<file path="src/rtl/decode_pkg.sv">
// Shared definitions for the decode stage: opcode map, class encoding,
// control-bit positions and the packed decoded-packet width.
package decode_pkg;

    localparam int unsigned OP_LDI       = 32'd0;
    localparam int unsigned OP_MOV       = 32'd1;
    localparam int unsigned OP_LD        = 32'd2;
    localparam int unsigned OP_ST        = 32'd3;
    localparam int unsigned OP_ALU_FIRST = 32'd4;
    localparam int unsigned OP_ALU_LAST  = 32'd16;

    typedef enum logic [2:0] {
        CLS_LDI     = 3'd0,
        CLS_MOV     = 3'd1,
        CLS_LD      = 3'd2,
        CLS_ST      = 3'd3,
        CLS_ALU     = 3'd4,
        CLS_ILLEGAL = 3'd7
    } cls_e;

    localparam int CTL_W       = 32'd7;
    localparam int CTL_WR_DST2 = 32'd6;
    localparam int CTL_WR_DST1 = 32'd5;
    localparam int CTL_RD_SRC2 = 32'd4;
    localparam int CTL_RD_SRC1 = 32'd3;
    localparam int CTL_USE_IMM = 32'd2;
    localparam int CTL_MEM_RD  = 32'd1;
    localparam int CTL_MEM_WR  = 32'd0;

    // opcode + class + four regs + two addresses + imm + ctl + illegal flag
    function automatic int pkt_width(input int opc_w, input int reg_w,
                                     input int addr_w, input int imm_w);
        return opc_w + 3 + 4 * reg_w + 2 * addr_w + imm_w + CTL_W + 1;
    endfunction

endpackage

</file>
<file path="src/rtl/decode_skid2.sv">
// Generic two-entry valid/ready skid buffer with synchronous flush.
// in_ready and out_valid are both flop outputs.
module decode_skid2 #(
    parameter int W = 8
) (
    input  logic         clk,
    input  logic         rst,
    input  logic         flush,
    input  logic         in_valid,
    output logic         in_ready,
    input  logic [W-1:0] din,
    output logic         out_valid,
    input  logic         out_ready,
    output logic [W-1:0] dout
);

    typedef enum logic [1:0] {
        S_EMPTY = 2'd0,
        S_ONE   = 2'd1,
        S_FULL  = 2'd2
    } state_e;

    state_e       state_r, state_nxt_s;
    logic [W-1:0] head_r, head_nxt_s;
    logic [W-1:0] tail_r, tail_nxt_s;
    logic         in_ready_r;
    logic         out_valid_r;
    logic         push_s;
    logic         pop_s;

    assign push_s    = in_valid && in_ready_r;
    assign pop_s     = out_valid_r && out_ready;
    assign in_ready  = in_ready_r;
    assign out_valid = out_valid_r;
    assign dout      = head_r;

    // Next occupancy and entry contents; flush overrides any push or pop.
    always_comb begin
        state_nxt_s = state_r;
        head_nxt_s  = head_r;
        tail_nxt_s  = tail_r;
        if (flush) begin
            state_nxt_s = S_EMPTY;
        end else begin
            case (state_r)
                S_EMPTY: begin
                    if (push_s) begin
                        state_nxt_s = S_ONE;
                        head_nxt_s  = din;
                    end else begin
                        state_nxt_s = S_EMPTY;
                    end
                end
                S_ONE: begin
                    if (push_s && pop_s) begin
                        state_nxt_s = S_ONE;
                        head_nxt_s  = din;
                    end else if (push_s) begin
                        state_nxt_s = S_FULL;
                        tail_nxt_s  = din;
                    end else if (pop_s) begin
                        state_nxt_s = S_EMPTY;
                    end else begin
                        state_nxt_s = S_ONE;
                    end
                end
                S_FULL: begin
                    if (pop_s) begin
                        state_nxt_s = S_ONE;
                        head_nxt_s  = tail_r;
                    end else begin
                        state_nxt_s = S_FULL;
                    end
                end
                default: begin
                    state_nxt_s = S_EMPTY;
                end
            endcase
        end
    end

    // State, entries and the registered handshake flags.
    always_ff @(posedge clk or posedge rst) begin
        if (rst) begin
            state_r     <= S_EMPTY;
            head_r      <= '0;
            tail_r      <= '0;
            in_ready_r  <= 1'b1;
            out_valid_r <= 1'b0;
        end else begin
            state_r     <= state_nxt_s;
            head_r      <= head_nxt_s;
            tail_r      <= tail_nxt_s;
            in_ready_r  <= (state_nxt_s != S_FULL);
            out_valid_r <= (state_nxt_s != S_EMPTY);
        end
    end

endmodule

</file>
<file path="src/rtl/decode_stage.sv">
// Pipelined instruction decode: combinational field/class decode at the input,
// results held in a two-entry skid buffer, plus a saturating illegal counter.
module decode_stage #(
    parameter int INSTR_W = 32,
    parameter int OPC_W   = 6,
    parameter int REG_W   = 5,
    parameter int ADDR_W  = 8,
    parameter int IMM_W   = 16,
    parameter int CNT_W   = 8
) (
    input  logic               clk,
    input  logic               rst,
    input  logic               flush,
    input  logic               in_valid,
    output logic               in_ready,
    input  logic [INSTR_W-1:0] instr,
    output logic               out_valid,
    input  logic               out_ready,
    output logic [OPC_W-1:0]   out_opcode,
    output logic [2:0]         out_class,
    output logic [REG_W-1:0]   rdst2,
    output logic [REG_W-1:0]   rdst1,
    output logic [REG_W-1:0]   rsrc2,
    output logic [REG_W-1:0]   rsrc1,
    output logic [ADDR_W-1:0]  src_addr,
    output logic [ADDR_W-1:0]  dst_addr,
    output logic [IMM_W-1:0]   imm,
    output logic [6:0]         ctl,
    output logic               illegal,
    output logic [CNT_W-1:0]   illegal_cnt
);
    import decode_pkg::*;

    localparam int T     = INSTR_W - OPC_W;
    localparam int PKT_W = pkt_width(OPC_W, REG_W, ADDR_W, IMM_W);

    if ((OPC_W + 2 * REG_W > INSTR_W - 2 * REG_W) ||
        (IMM_W > INSTR_W - OPC_W - REG_W) ||
        (ADDR_W > INSTR_W - OPC_W - REG_W)) begin : g_bad_params
        $error("decode_stage: field widths do not fit the instruction word");
    end

    logic [OPC_W-1:0]  opcode_s;
    logic [31:0]       opc_ext_s;
    cls_e              cls_s;
    logic [REG_W-1:0]  rdst2_s, rdst1_s, rsrc2_s, rsrc1_s;
    logic [ADDR_W-1:0] src_addr_s, dst_addr_s;
    logic [IMM_W-1:0]  imm_s;
    logic [CTL_W-1:0]  ctl_s;
    logic              illegal_s;
    logic [PKT_W-1:0]  pkt_in_s, pkt_out_s;
    logic              accept_s;
    logic [CNT_W-1:0]  cnt_r;

    assign opcode_s  = instr[INSTR_W-1 -: OPC_W];
    assign opc_ext_s = 32'(opcode_s);

    // Field extraction by class; fields a class does not use stay zero.
    always_comb begin
        cls_s      = CLS_ILLEGAL;
        rdst2_s    = '0;
        rdst1_s    = '0;
        rsrc2_s    = '0;
        rsrc1_s    = '0;
        src_addr_s = '0;
        dst_addr_s = '0;
        imm_s      = '0;
        ctl_s      = '0;
        illegal_s  = 1'b0;
        if (opc_ext_s == OP_LDI) begin
            cls_s              = CLS_LDI;
            rdst2_s            = instr[T-1 -: REG_W];
            imm_s              = instr[IMM_W-1:0];
            ctl_s[CTL_WR_DST2] = 1'b1;
            ctl_s[CTL_USE_IMM] = 1'b1;
        end else if (opc_ext_s == OP_MOV) begin
            cls_s              = CLS_MOV;
            rdst2_s            = instr[T-1 -: REG_W];
            rsrc2_s            = instr[2*REG_W-1:REG_W];
            ctl_s[CTL_WR_DST2] = 1'b1;
            ctl_s[CTL_RD_SRC2] = 1'b1;
        end else if (opc_ext_s == OP_LD) begin
            cls_s              = CLS_LD;
            rdst2_s            = instr[T-1 -: REG_W];
            src_addr_s         = instr[ADDR_W-1:0];
            ctl_s[CTL_WR_DST2] = 1'b1;
            ctl_s[CTL_MEM_RD]  = 1'b1;
        end else if (opc_ext_s == OP_ST) begin
            cls_s              = CLS_ST;
            dst_addr_s         = instr[T-1 -: ADDR_W];
            rsrc2_s            = instr[2*REG_W-1:REG_W];
            ctl_s[CTL_RD_SRC2] = 1'b1;
            ctl_s[CTL_MEM_WR]  = 1'b1;
        end else if ((opc_ext_s >= OP_ALU_FIRST) && (opc_ext_s <= OP_ALU_LAST)) begin
            cls_s              = CLS_ALU;
            rdst2_s            = instr[T-1 -: REG_W];
            rdst1_s            = instr[T-REG_W-1 -: REG_W];
            rsrc2_s            = instr[2*REG_W-1:REG_W];
            rsrc1_s            = instr[REG_W-1:0];
            ctl_s[CTL_WR_DST2] = 1'b1;
            ctl_s[CTL_WR_DST1] = 1'b1;
            ctl_s[CTL_RD_SRC2] = 1'b1;
            ctl_s[CTL_RD_SRC1] = 1'b1;
        end else begin
            cls_s     = CLS_ILLEGAL;
            illegal_s = 1'b1;
        end
    end

    assign pkt_in_s = {opcode_s, cls_s, rdst2_s, rdst1_s, rsrc2_s, rsrc1_s,
                       src_addr_s, dst_addr_s, imm_s, ctl_s, illegal_s};

    decode_skid2 #(.W(PKT_W)) u_skid (
        .clk       (clk),
        .rst       (rst),
        .flush     (flush),
        .in_valid  (in_valid),
        .in_ready  (in_ready),
        .din       (pkt_in_s),
        .out_valid (out_valid),
        .out_ready (out_ready),
        .dout      (pkt_out_s)
    );

    assign {out_opcode, out_class, rdst2, rdst1, rsrc2, rsrc1,
            src_addr, dst_addr, imm, ctl, illegal} = pkt_out_s;

    // A flushed push never reaches the buffer, so it must not be counted.
    assign accept_s = in_valid && in_ready && !flush;

    // Saturating count of accepted illegal instructions; only rst clears it.
    always_ff @(posedge clk or posedge rst) begin
        if (rst) begin
            cnt_r <= '0;
        end else if (accept_s && illegal_s && (cnt_r != {CNT_W{1'b1}})) begin
            cnt_r <= cnt_r + {{(CNT_W-1){1'b0}}, 1'b1};
        end else begin
            cnt_r <= cnt_r;
        end
    end

    assign illegal_cnt = cnt_r;

endmodule

</file>
<file path="config.mk">
export PLATFORM = sky130hd
export DESIGN_NAME = decode_stage
export DESIGN_NICKNAME = d
export VERILOG_FILES = /design/src/rtl/decode_pkg.sv /design/src/rtl/decode_skid2.sv /design/src/rtl/decode_stage.sv
export SDC_FILE = /design/constraint.sdc
export NUM_CORES = 1
export LEC_CHECK = 0
export CELL_PAD_IN_SITES_DETAIL_PLACEMENT = 0
export CELL_PAD_IN_SITES_GLOBAL_PLACEMENT = 1
export CORE_MARGIN = 2
export CORE_UTILIZATION = 40
export DETAILED_ROUTE_END_ITERATION = 12
export GPL_TIMING_DRIVEN = 1
export PLACE_DENSITY_LB_ADDON = 0.12
export SLEW_MARGIN = 40
export SYNTH_ARGS = -nofsm -noshare
export SYNTH_HDL_FRONTEND = slang
export SYNTH_HIERARCHICAL = 1
export SYNTH_SLANG_ARGS = --single-unit
</file>
<file path="constraint.sdc">
create_clock -name clk -period 6.8 [get_ports clk]
set_input_delay 1.36 -clock clk [delete_from_list [all_inputs] [get_ports clk]]
set_output_delay 1.36 -clock clk [all_outputs]
set_load 0.02 [all_outputs]
</file>
==> run summary <==
Worst-Skew Late Latency - 0.41 ns
Synth Area in Simple Gates - 0.0821
Root buffer cell - clkbuf_16
Routed wire length on met2 - 8400 um
Peak VDD IR - 171 uV
Fin crit share - 0.619
Crit path max fanout - 70
Die Span X - 136 um
Row count - 48
Count of final setup violators - 0
Post-synth EDFFs - 0
PostCTS Resize Cnt - 0
Per-cell routed wire length - 18.4 um
P_sw - 914 uW
Initial Util - 0.405
Met3 WL - 630 um
P_leak - 3.68 nW
Antenna diodes - 0
Peak Freq - 0.238 GHz
Worst-case reg-to-reg path depth - 6
Switching part of the total - 0.309
Iter 0 DRT Violations - 283
Initial antenna violation count - 0
Full die area - 18400 sq um
RSZ-0062 raised after global routing - false
Placement Setup Slack - 2.16 ns
Total clock sinks - 150
Fill count - 1523
Port buffer count - 115
FF+latch count, synth - 150
Max Slew Vio Count - 0
Multiplexer area fraction after synthesis - 0.214
Reg2Reg Launch Point - u_skid/in_ready$_DFF_PP1_
Sequential-to-total area share from yosys stat - 0.541
Largest family of logic cells by synthesized area - multiplexers
Required time worst endpoint - 7.07 ns
Post-synthesis adder-cell area fraction - 0.00361
Pint - 2.05 mW
Setup TNS - 0 ns
Via-per-instance ratio - 5.27
Clk network pwr share - 0.303
Clock skew - 0.00801 ns
Largest net degree at the start of global routing - 88
Ys flop type - dfrtp_1
Clock slew at reported path FFs - 0.06 ns
Yosys top cell by area - dfrtp_1
Vias - 4862
GRT Resource Usage Total - 0.192
Core ar. - 17100 sq um
Pre-antenna DRT Iters - 6
Mean area per synthesized cell - 11.9 sq um
Setup CP Type - in -> reg
Ys async rst share - 1.00
Routed Antenna Nets - 0
Hold Path Class - reg -> reg
Compound-Gate Fraction of Synth Area - 0.118
Post-synth top area share - 0.537
Met1 WL - 7790 um
Tmin final - 4.21 ns
Yosys warns - 6
Final Hold Viols - 0
Fin worst setup slack - 2.59 ns
Final nets - 723
Setup crit end kind - flip-flop
Reg2reg end - u_skid/dout[4]$_DFFE_PP0P_
Top post-synthesis cells by count - dfrtp_1 (149), a21oi_1 (141), mux2i_1 (69)
Top cells by area, synth - dfrtp_1 (54%), mux2_2 (11%), a21oi_1 (10%)
Vias in the first global route - 4985
GRT overflow - 0
Clock tree buffer depth - 2
Seq pwr share - 0.415
Reg2Reg Setup Slack - 3.49 ns
Highest routed metal layer - met4
Count of cell types in the netlist - 42
Cts hold-fix bufs - 0
Gpl congestion - 0.755
Max_cap viols - 0
Least-Margin Pin Slew - 0.834 ns
Worst Path Arrival - 4.47 ns
IO Pins - 116
Setup bufs post-CTS - 0
P per Cell Area - 335 nW/um^2
Syn nets - 624
Top-count cell post-synth - dfrtp_1
Origin of the worst setup path - in_valid
First-pass GRT wire length - 26900 um
Startpoint type of the worst setup path - input pin
DRC Markers - 0
CTS Buf Count - 17
Layout Area Growth over Synthesis - 27.2%
Post-Route WL - 17000 um
Placed insts - 890
Mapped cell area - 6940 sq um
Xor/xnor share of the synthesized area - 0.00884
Combinational Power Share - 0.283
Slew HR - 0.444
End of the critical path - u_skid/dout[4]$_DFFE_PP0P_
Fin cells - 922
Status - complete, no violations
Fraction of layout cells with a size suffix above 1 - 0.168
Die Ht - 136 um
Gate count after technology mapping - 585
# H-tree levels - 4
DP Wirelength - 10500 um
CTS tree - done
how the worst min path moves through the flow:
| stage | to | slack, ns | depth (start not counted) | from |
|---|---|---|---|---|
| after global placement | u_skid/tail_r[47]$_DFFE_PP0P_ | 0.47 | 1 | u_skid/tail_r[47]$_DFFE_PP0P_ |
| final | u_skid/tail_r[43]$_DFFE_PP0P_ | 0.49 | 1 | u_skid/tail_r[43]$_DFFE_PP0P_ |
| after floorplan | u_skid/tail_r[43]$_DFFE_PP0P_ | 0.46 | 1 | u_skid/tail_r[43]$_DFFE_PP0P_ |
| after detailed placement | u_skid/tail_r[43]$_DFFE_PP0P_ | 0.48 | 1 | u_skid/tail_r[43]$_DFFE_PP0P_ |
| after global routing | u_skid/tail_r[47]$_DFFE_PP0P_ | 0.51 | 1 | u_skid/tail_r[47]$_DFFE_PP0P_ |
| after CTS | u_skid/tail_r[43]$_DFFE_PP0P_ | 0.49 | 1 | u_skid/tail_r[43]$_DFFE_PP0P_ |
stage by stage:
stage	total power, mW	area [sq um]	hold WS (ns)	util
after CTS	2.99	8830	0.494	0.516
after global placement	2.07	8240	0.467	0.482
after global routing	3.11	8830	0.511	0.516
final	2.96	8830	0.489	0.516
after floorplan	1.67	6940	0.458	-
after detailed placement	2.09	8250	0.481	0.482
metal layers:
| metal | track usage | up-vias |
|---|---|---|
| met3 | 0.0393 | 10 |
| met4 | 0.0521 | 0 |
| met2 | 0.315 | 104 |
| li1 | - | 2279 |
| met5 | 0 | - |
| met1 | 0.259 | 2469 |
worst max-delay path: stages:
cell and delay (ns):
clkdlybuf4s50_1 0.48, nand2_1 0.21, a221oi_4 0.32, buf_4 0.66
and2_2 0.75, buf_4 0.51, a21oi_1 0.14
area by class of cell:
type	instances	area (sq um)	area share
clock buffer	30	564	0.0639
clock inverter	2	10.0	0.00113
inverter	5	26.3	0.00298
multi-input combinational	389	2990	0.338
sequential	150	3750	0.425
tap	225	282	0.0319
timing repair buffer	121	1200	0.136
state kept, by name, indices dropped and copies added (netlist names):
register	cells
u_skid/dout	69
u_skid/tail_r	69
illegal_cnt	8
u_skid/state_r	2
u_skid/in_ready	1
u_skid/out_valid	1
cells in the final DEF (no fill, tap or decap), types with 2 or more instances in the layout:
| cell | synthesis | final |
|---|---|---|
| clkinv_2 | 0 | 2 |
| xor2_1 | 6 | 6 |
| clkbuf_16 | 0 | 17 |
| clkbuf_8 | 0 | 9 |
| nor3_1 | 3 | 3 |
| ha_1 | 2 | 2 |
| nand3_1 | 5 | 5 |
| a21oi_1 | 141 | 141 |
| nor3_4 | 2 | 3 |
| clkbuf_1 | 14 | 4 |
| inv_1 | 5 | 4 |
| and3_1 | 9 | 9 |
| mux2i_1 | 69 | 69 |
| buf_4 | 4 | 4 |
| nand2_1 | 6 | 6 |
| and2_1 | 45 | 44 |
| mux2_2 | 67 | 67 |
| clkdlybuf4s50_1 | 0 | 115 |
| mux2_1 | 2 | 2 |
| nor2_1 | 9 | 9 |
| and3b_1 | 2 | 2 |
| dfrtp_1 | 149 | 149 |
| buf_6 | 2 | 2 |
power groups by stage:
stage,clock network (mW),logic (mW),registers (mW)
floorplan,0,0.295,1.38
detailed placement,0,0.842,1.24
global route,0.965,0.898,1.25
CTS,0.916,0.845,1.23
global placement,0,0.830,1.24
finish,0.896,0.836,1.23
kinds of logic (layout without fill, tap and decap cells):
family | count (synthesis) | count (layout)
and+or+nand+nor | 91 | 91
AOI/OAI and AO/OA | 150 | 150
DFF | 150 | 150
muxes | 139 | 139
buffers and inverters | 46 | 158
xor gates and xnor gates | 7 | 7
adders and majority gates | 2 | 2
(Power assumes the default switching activity.)
==> RTL change: new RTL, same flow settings <==
Encoding of `state_e`: now one-hot (3 bits for 3 states).
--- a/src/rtl/decode_skid2.sv
+++ b/src/rtl/decode_skid2.sv
@@ -14,10 +14,10 @@
     output logic [W-1:0] dout
 );
 
-    typedef enum logic [1:0] {
-        S_EMPTY = 2'd0,
-        S_ONE   = 2'd1,
-        S_FULL  = 2'd2
+    typedef enum logic [2:0] {
+        S_EMPTY = 3'b001,
+        S_ONE   = 3'b010,
+        S_FULL  = 3'b100
     } state_e;
 
     state_e       state_r, state_nxt_s;
Check against the original RTL: same outputs for any inputs over 4 cycles, from zero or initial values and one cycle with rst high; so few cycles prove little.
==> RTL change against the original RTL <==
Count of clock-buffer cells in the layout shrank 9; synthesized cell count shrank 13%; global-route usage shrank 2.3 points; final area grew 4.3%; setup slack gained 0.50 ns; register-to-register slack gained 0.75 ns; die area grew 3.4%; sequential cell count grew 1; area after synthesis grew 3.5%; wire length shrank 12%; critical path type unchanged; critical endpoint is now u_skid/dout[49].
Power is not compared: it rests on default switching activity, and its combinational part moved more than twofold at a synthesized area within 25%.
==> RTL change: results (changes against the original RTL) <==
logic_synthesis:
  avgSynthCellArea_um2: 14.13  # +19%
  synth_xor_area_share_pct: 0.8540  # -0.030 points
  netlist-cell-type-count: 44  # +4.8%
  post_synth_fa_ha_maj_area_fraction_pct: 0.3486  # -0.012 points
  synth.area.mux_share_pct: 33.20  # +12 points
  yosysSeqAreaShare_pct: 52.67  # -1.5 points
  syn_nets: 547  # -12%
sta:
  max_slew_margin_pct: 53.29  # +8.9 points
  period_needed_ns: 3.708  # -0.4989 ns
worst_hold_path:
  hold_path.startpoint: "u_skid/tail_r[31]"
grt:
  met1_usage_pct: 21.67  # -4.2 points
  grt_start_max_net_pins: 89  # +1.1%
  grtUsageMet3_pct: 5.519  # +1.6 points
  gr-usage-met2_pct: 27.72  # -3.8 points
finish:
  fin_nets: 661  # -8.6%
detailed_routing:
  route.final.wire_length_um: 14990  # -12%
  vias_per_cell: 5.073  # -3.8%
  wl_met3_um: 735  # +17%
  dr.pass1.iters: 4  # -2
  wl_met2_um: 7424  # -12%
  drt-met1-wl_um: 6712  # -14%
critical_path:
  critPathLaunch: "instr[27]"
  cpMaxStageDelayCell: "clkdlybuf4s50_1"
  r2r_end: "u_skid/dout[63]"
  r2r_slack_ns: 4.24  # +0.75 ns
  crit_end: "u_skid/dout[49]"
  crit_fanout: 17  # -76%
  reg2reg_from: "u_skid/state_r[0]"
place:
  gp_congestion: 0.7897  # +4.6%
  post-place-ws_ns: 2.606  # +0.4413 ns
  dp_hpwl_um: 9751  # -7.5%
outcome:
  status: "finished, final reports clean"
==> RTL change: cell types whose count changed after synthesis, sizes merged, moves of 2 or more <==
cell,before,now
a21oi,141,1
mux2,70,208
mux2i,69,0
clkbuf,14,6
buf,27,20
nand2,6,4
nand4b,0,2
nor3b,1,3
o21bai,0,2
==> RTL change: cell type report <==
| cell class | instances | area [um^2] |
|---|---|---|
| clock buffers | 21 | 450.4 |
| clock inverters | 11 | 196.4 |
| fillers | 1484 | 8205 |
| inverters | 6 | 30.03 |
| multi-input cells | 325 | 3239 |
| flip-flops and latches | 151 | 3781 |
| well taps | 225 | 281.5 |
| repair buffers | 121 | 1232 |
==> RTL change: power breakdown <==
group	switching, W	total (W)	internal, W
registers	0.0000548	0.00103	0.000974
clock network	0.000373	0.00104	0.000663
logic	0.000175	0.000370	0.000195
total	0.000603	0.00244	0.00183
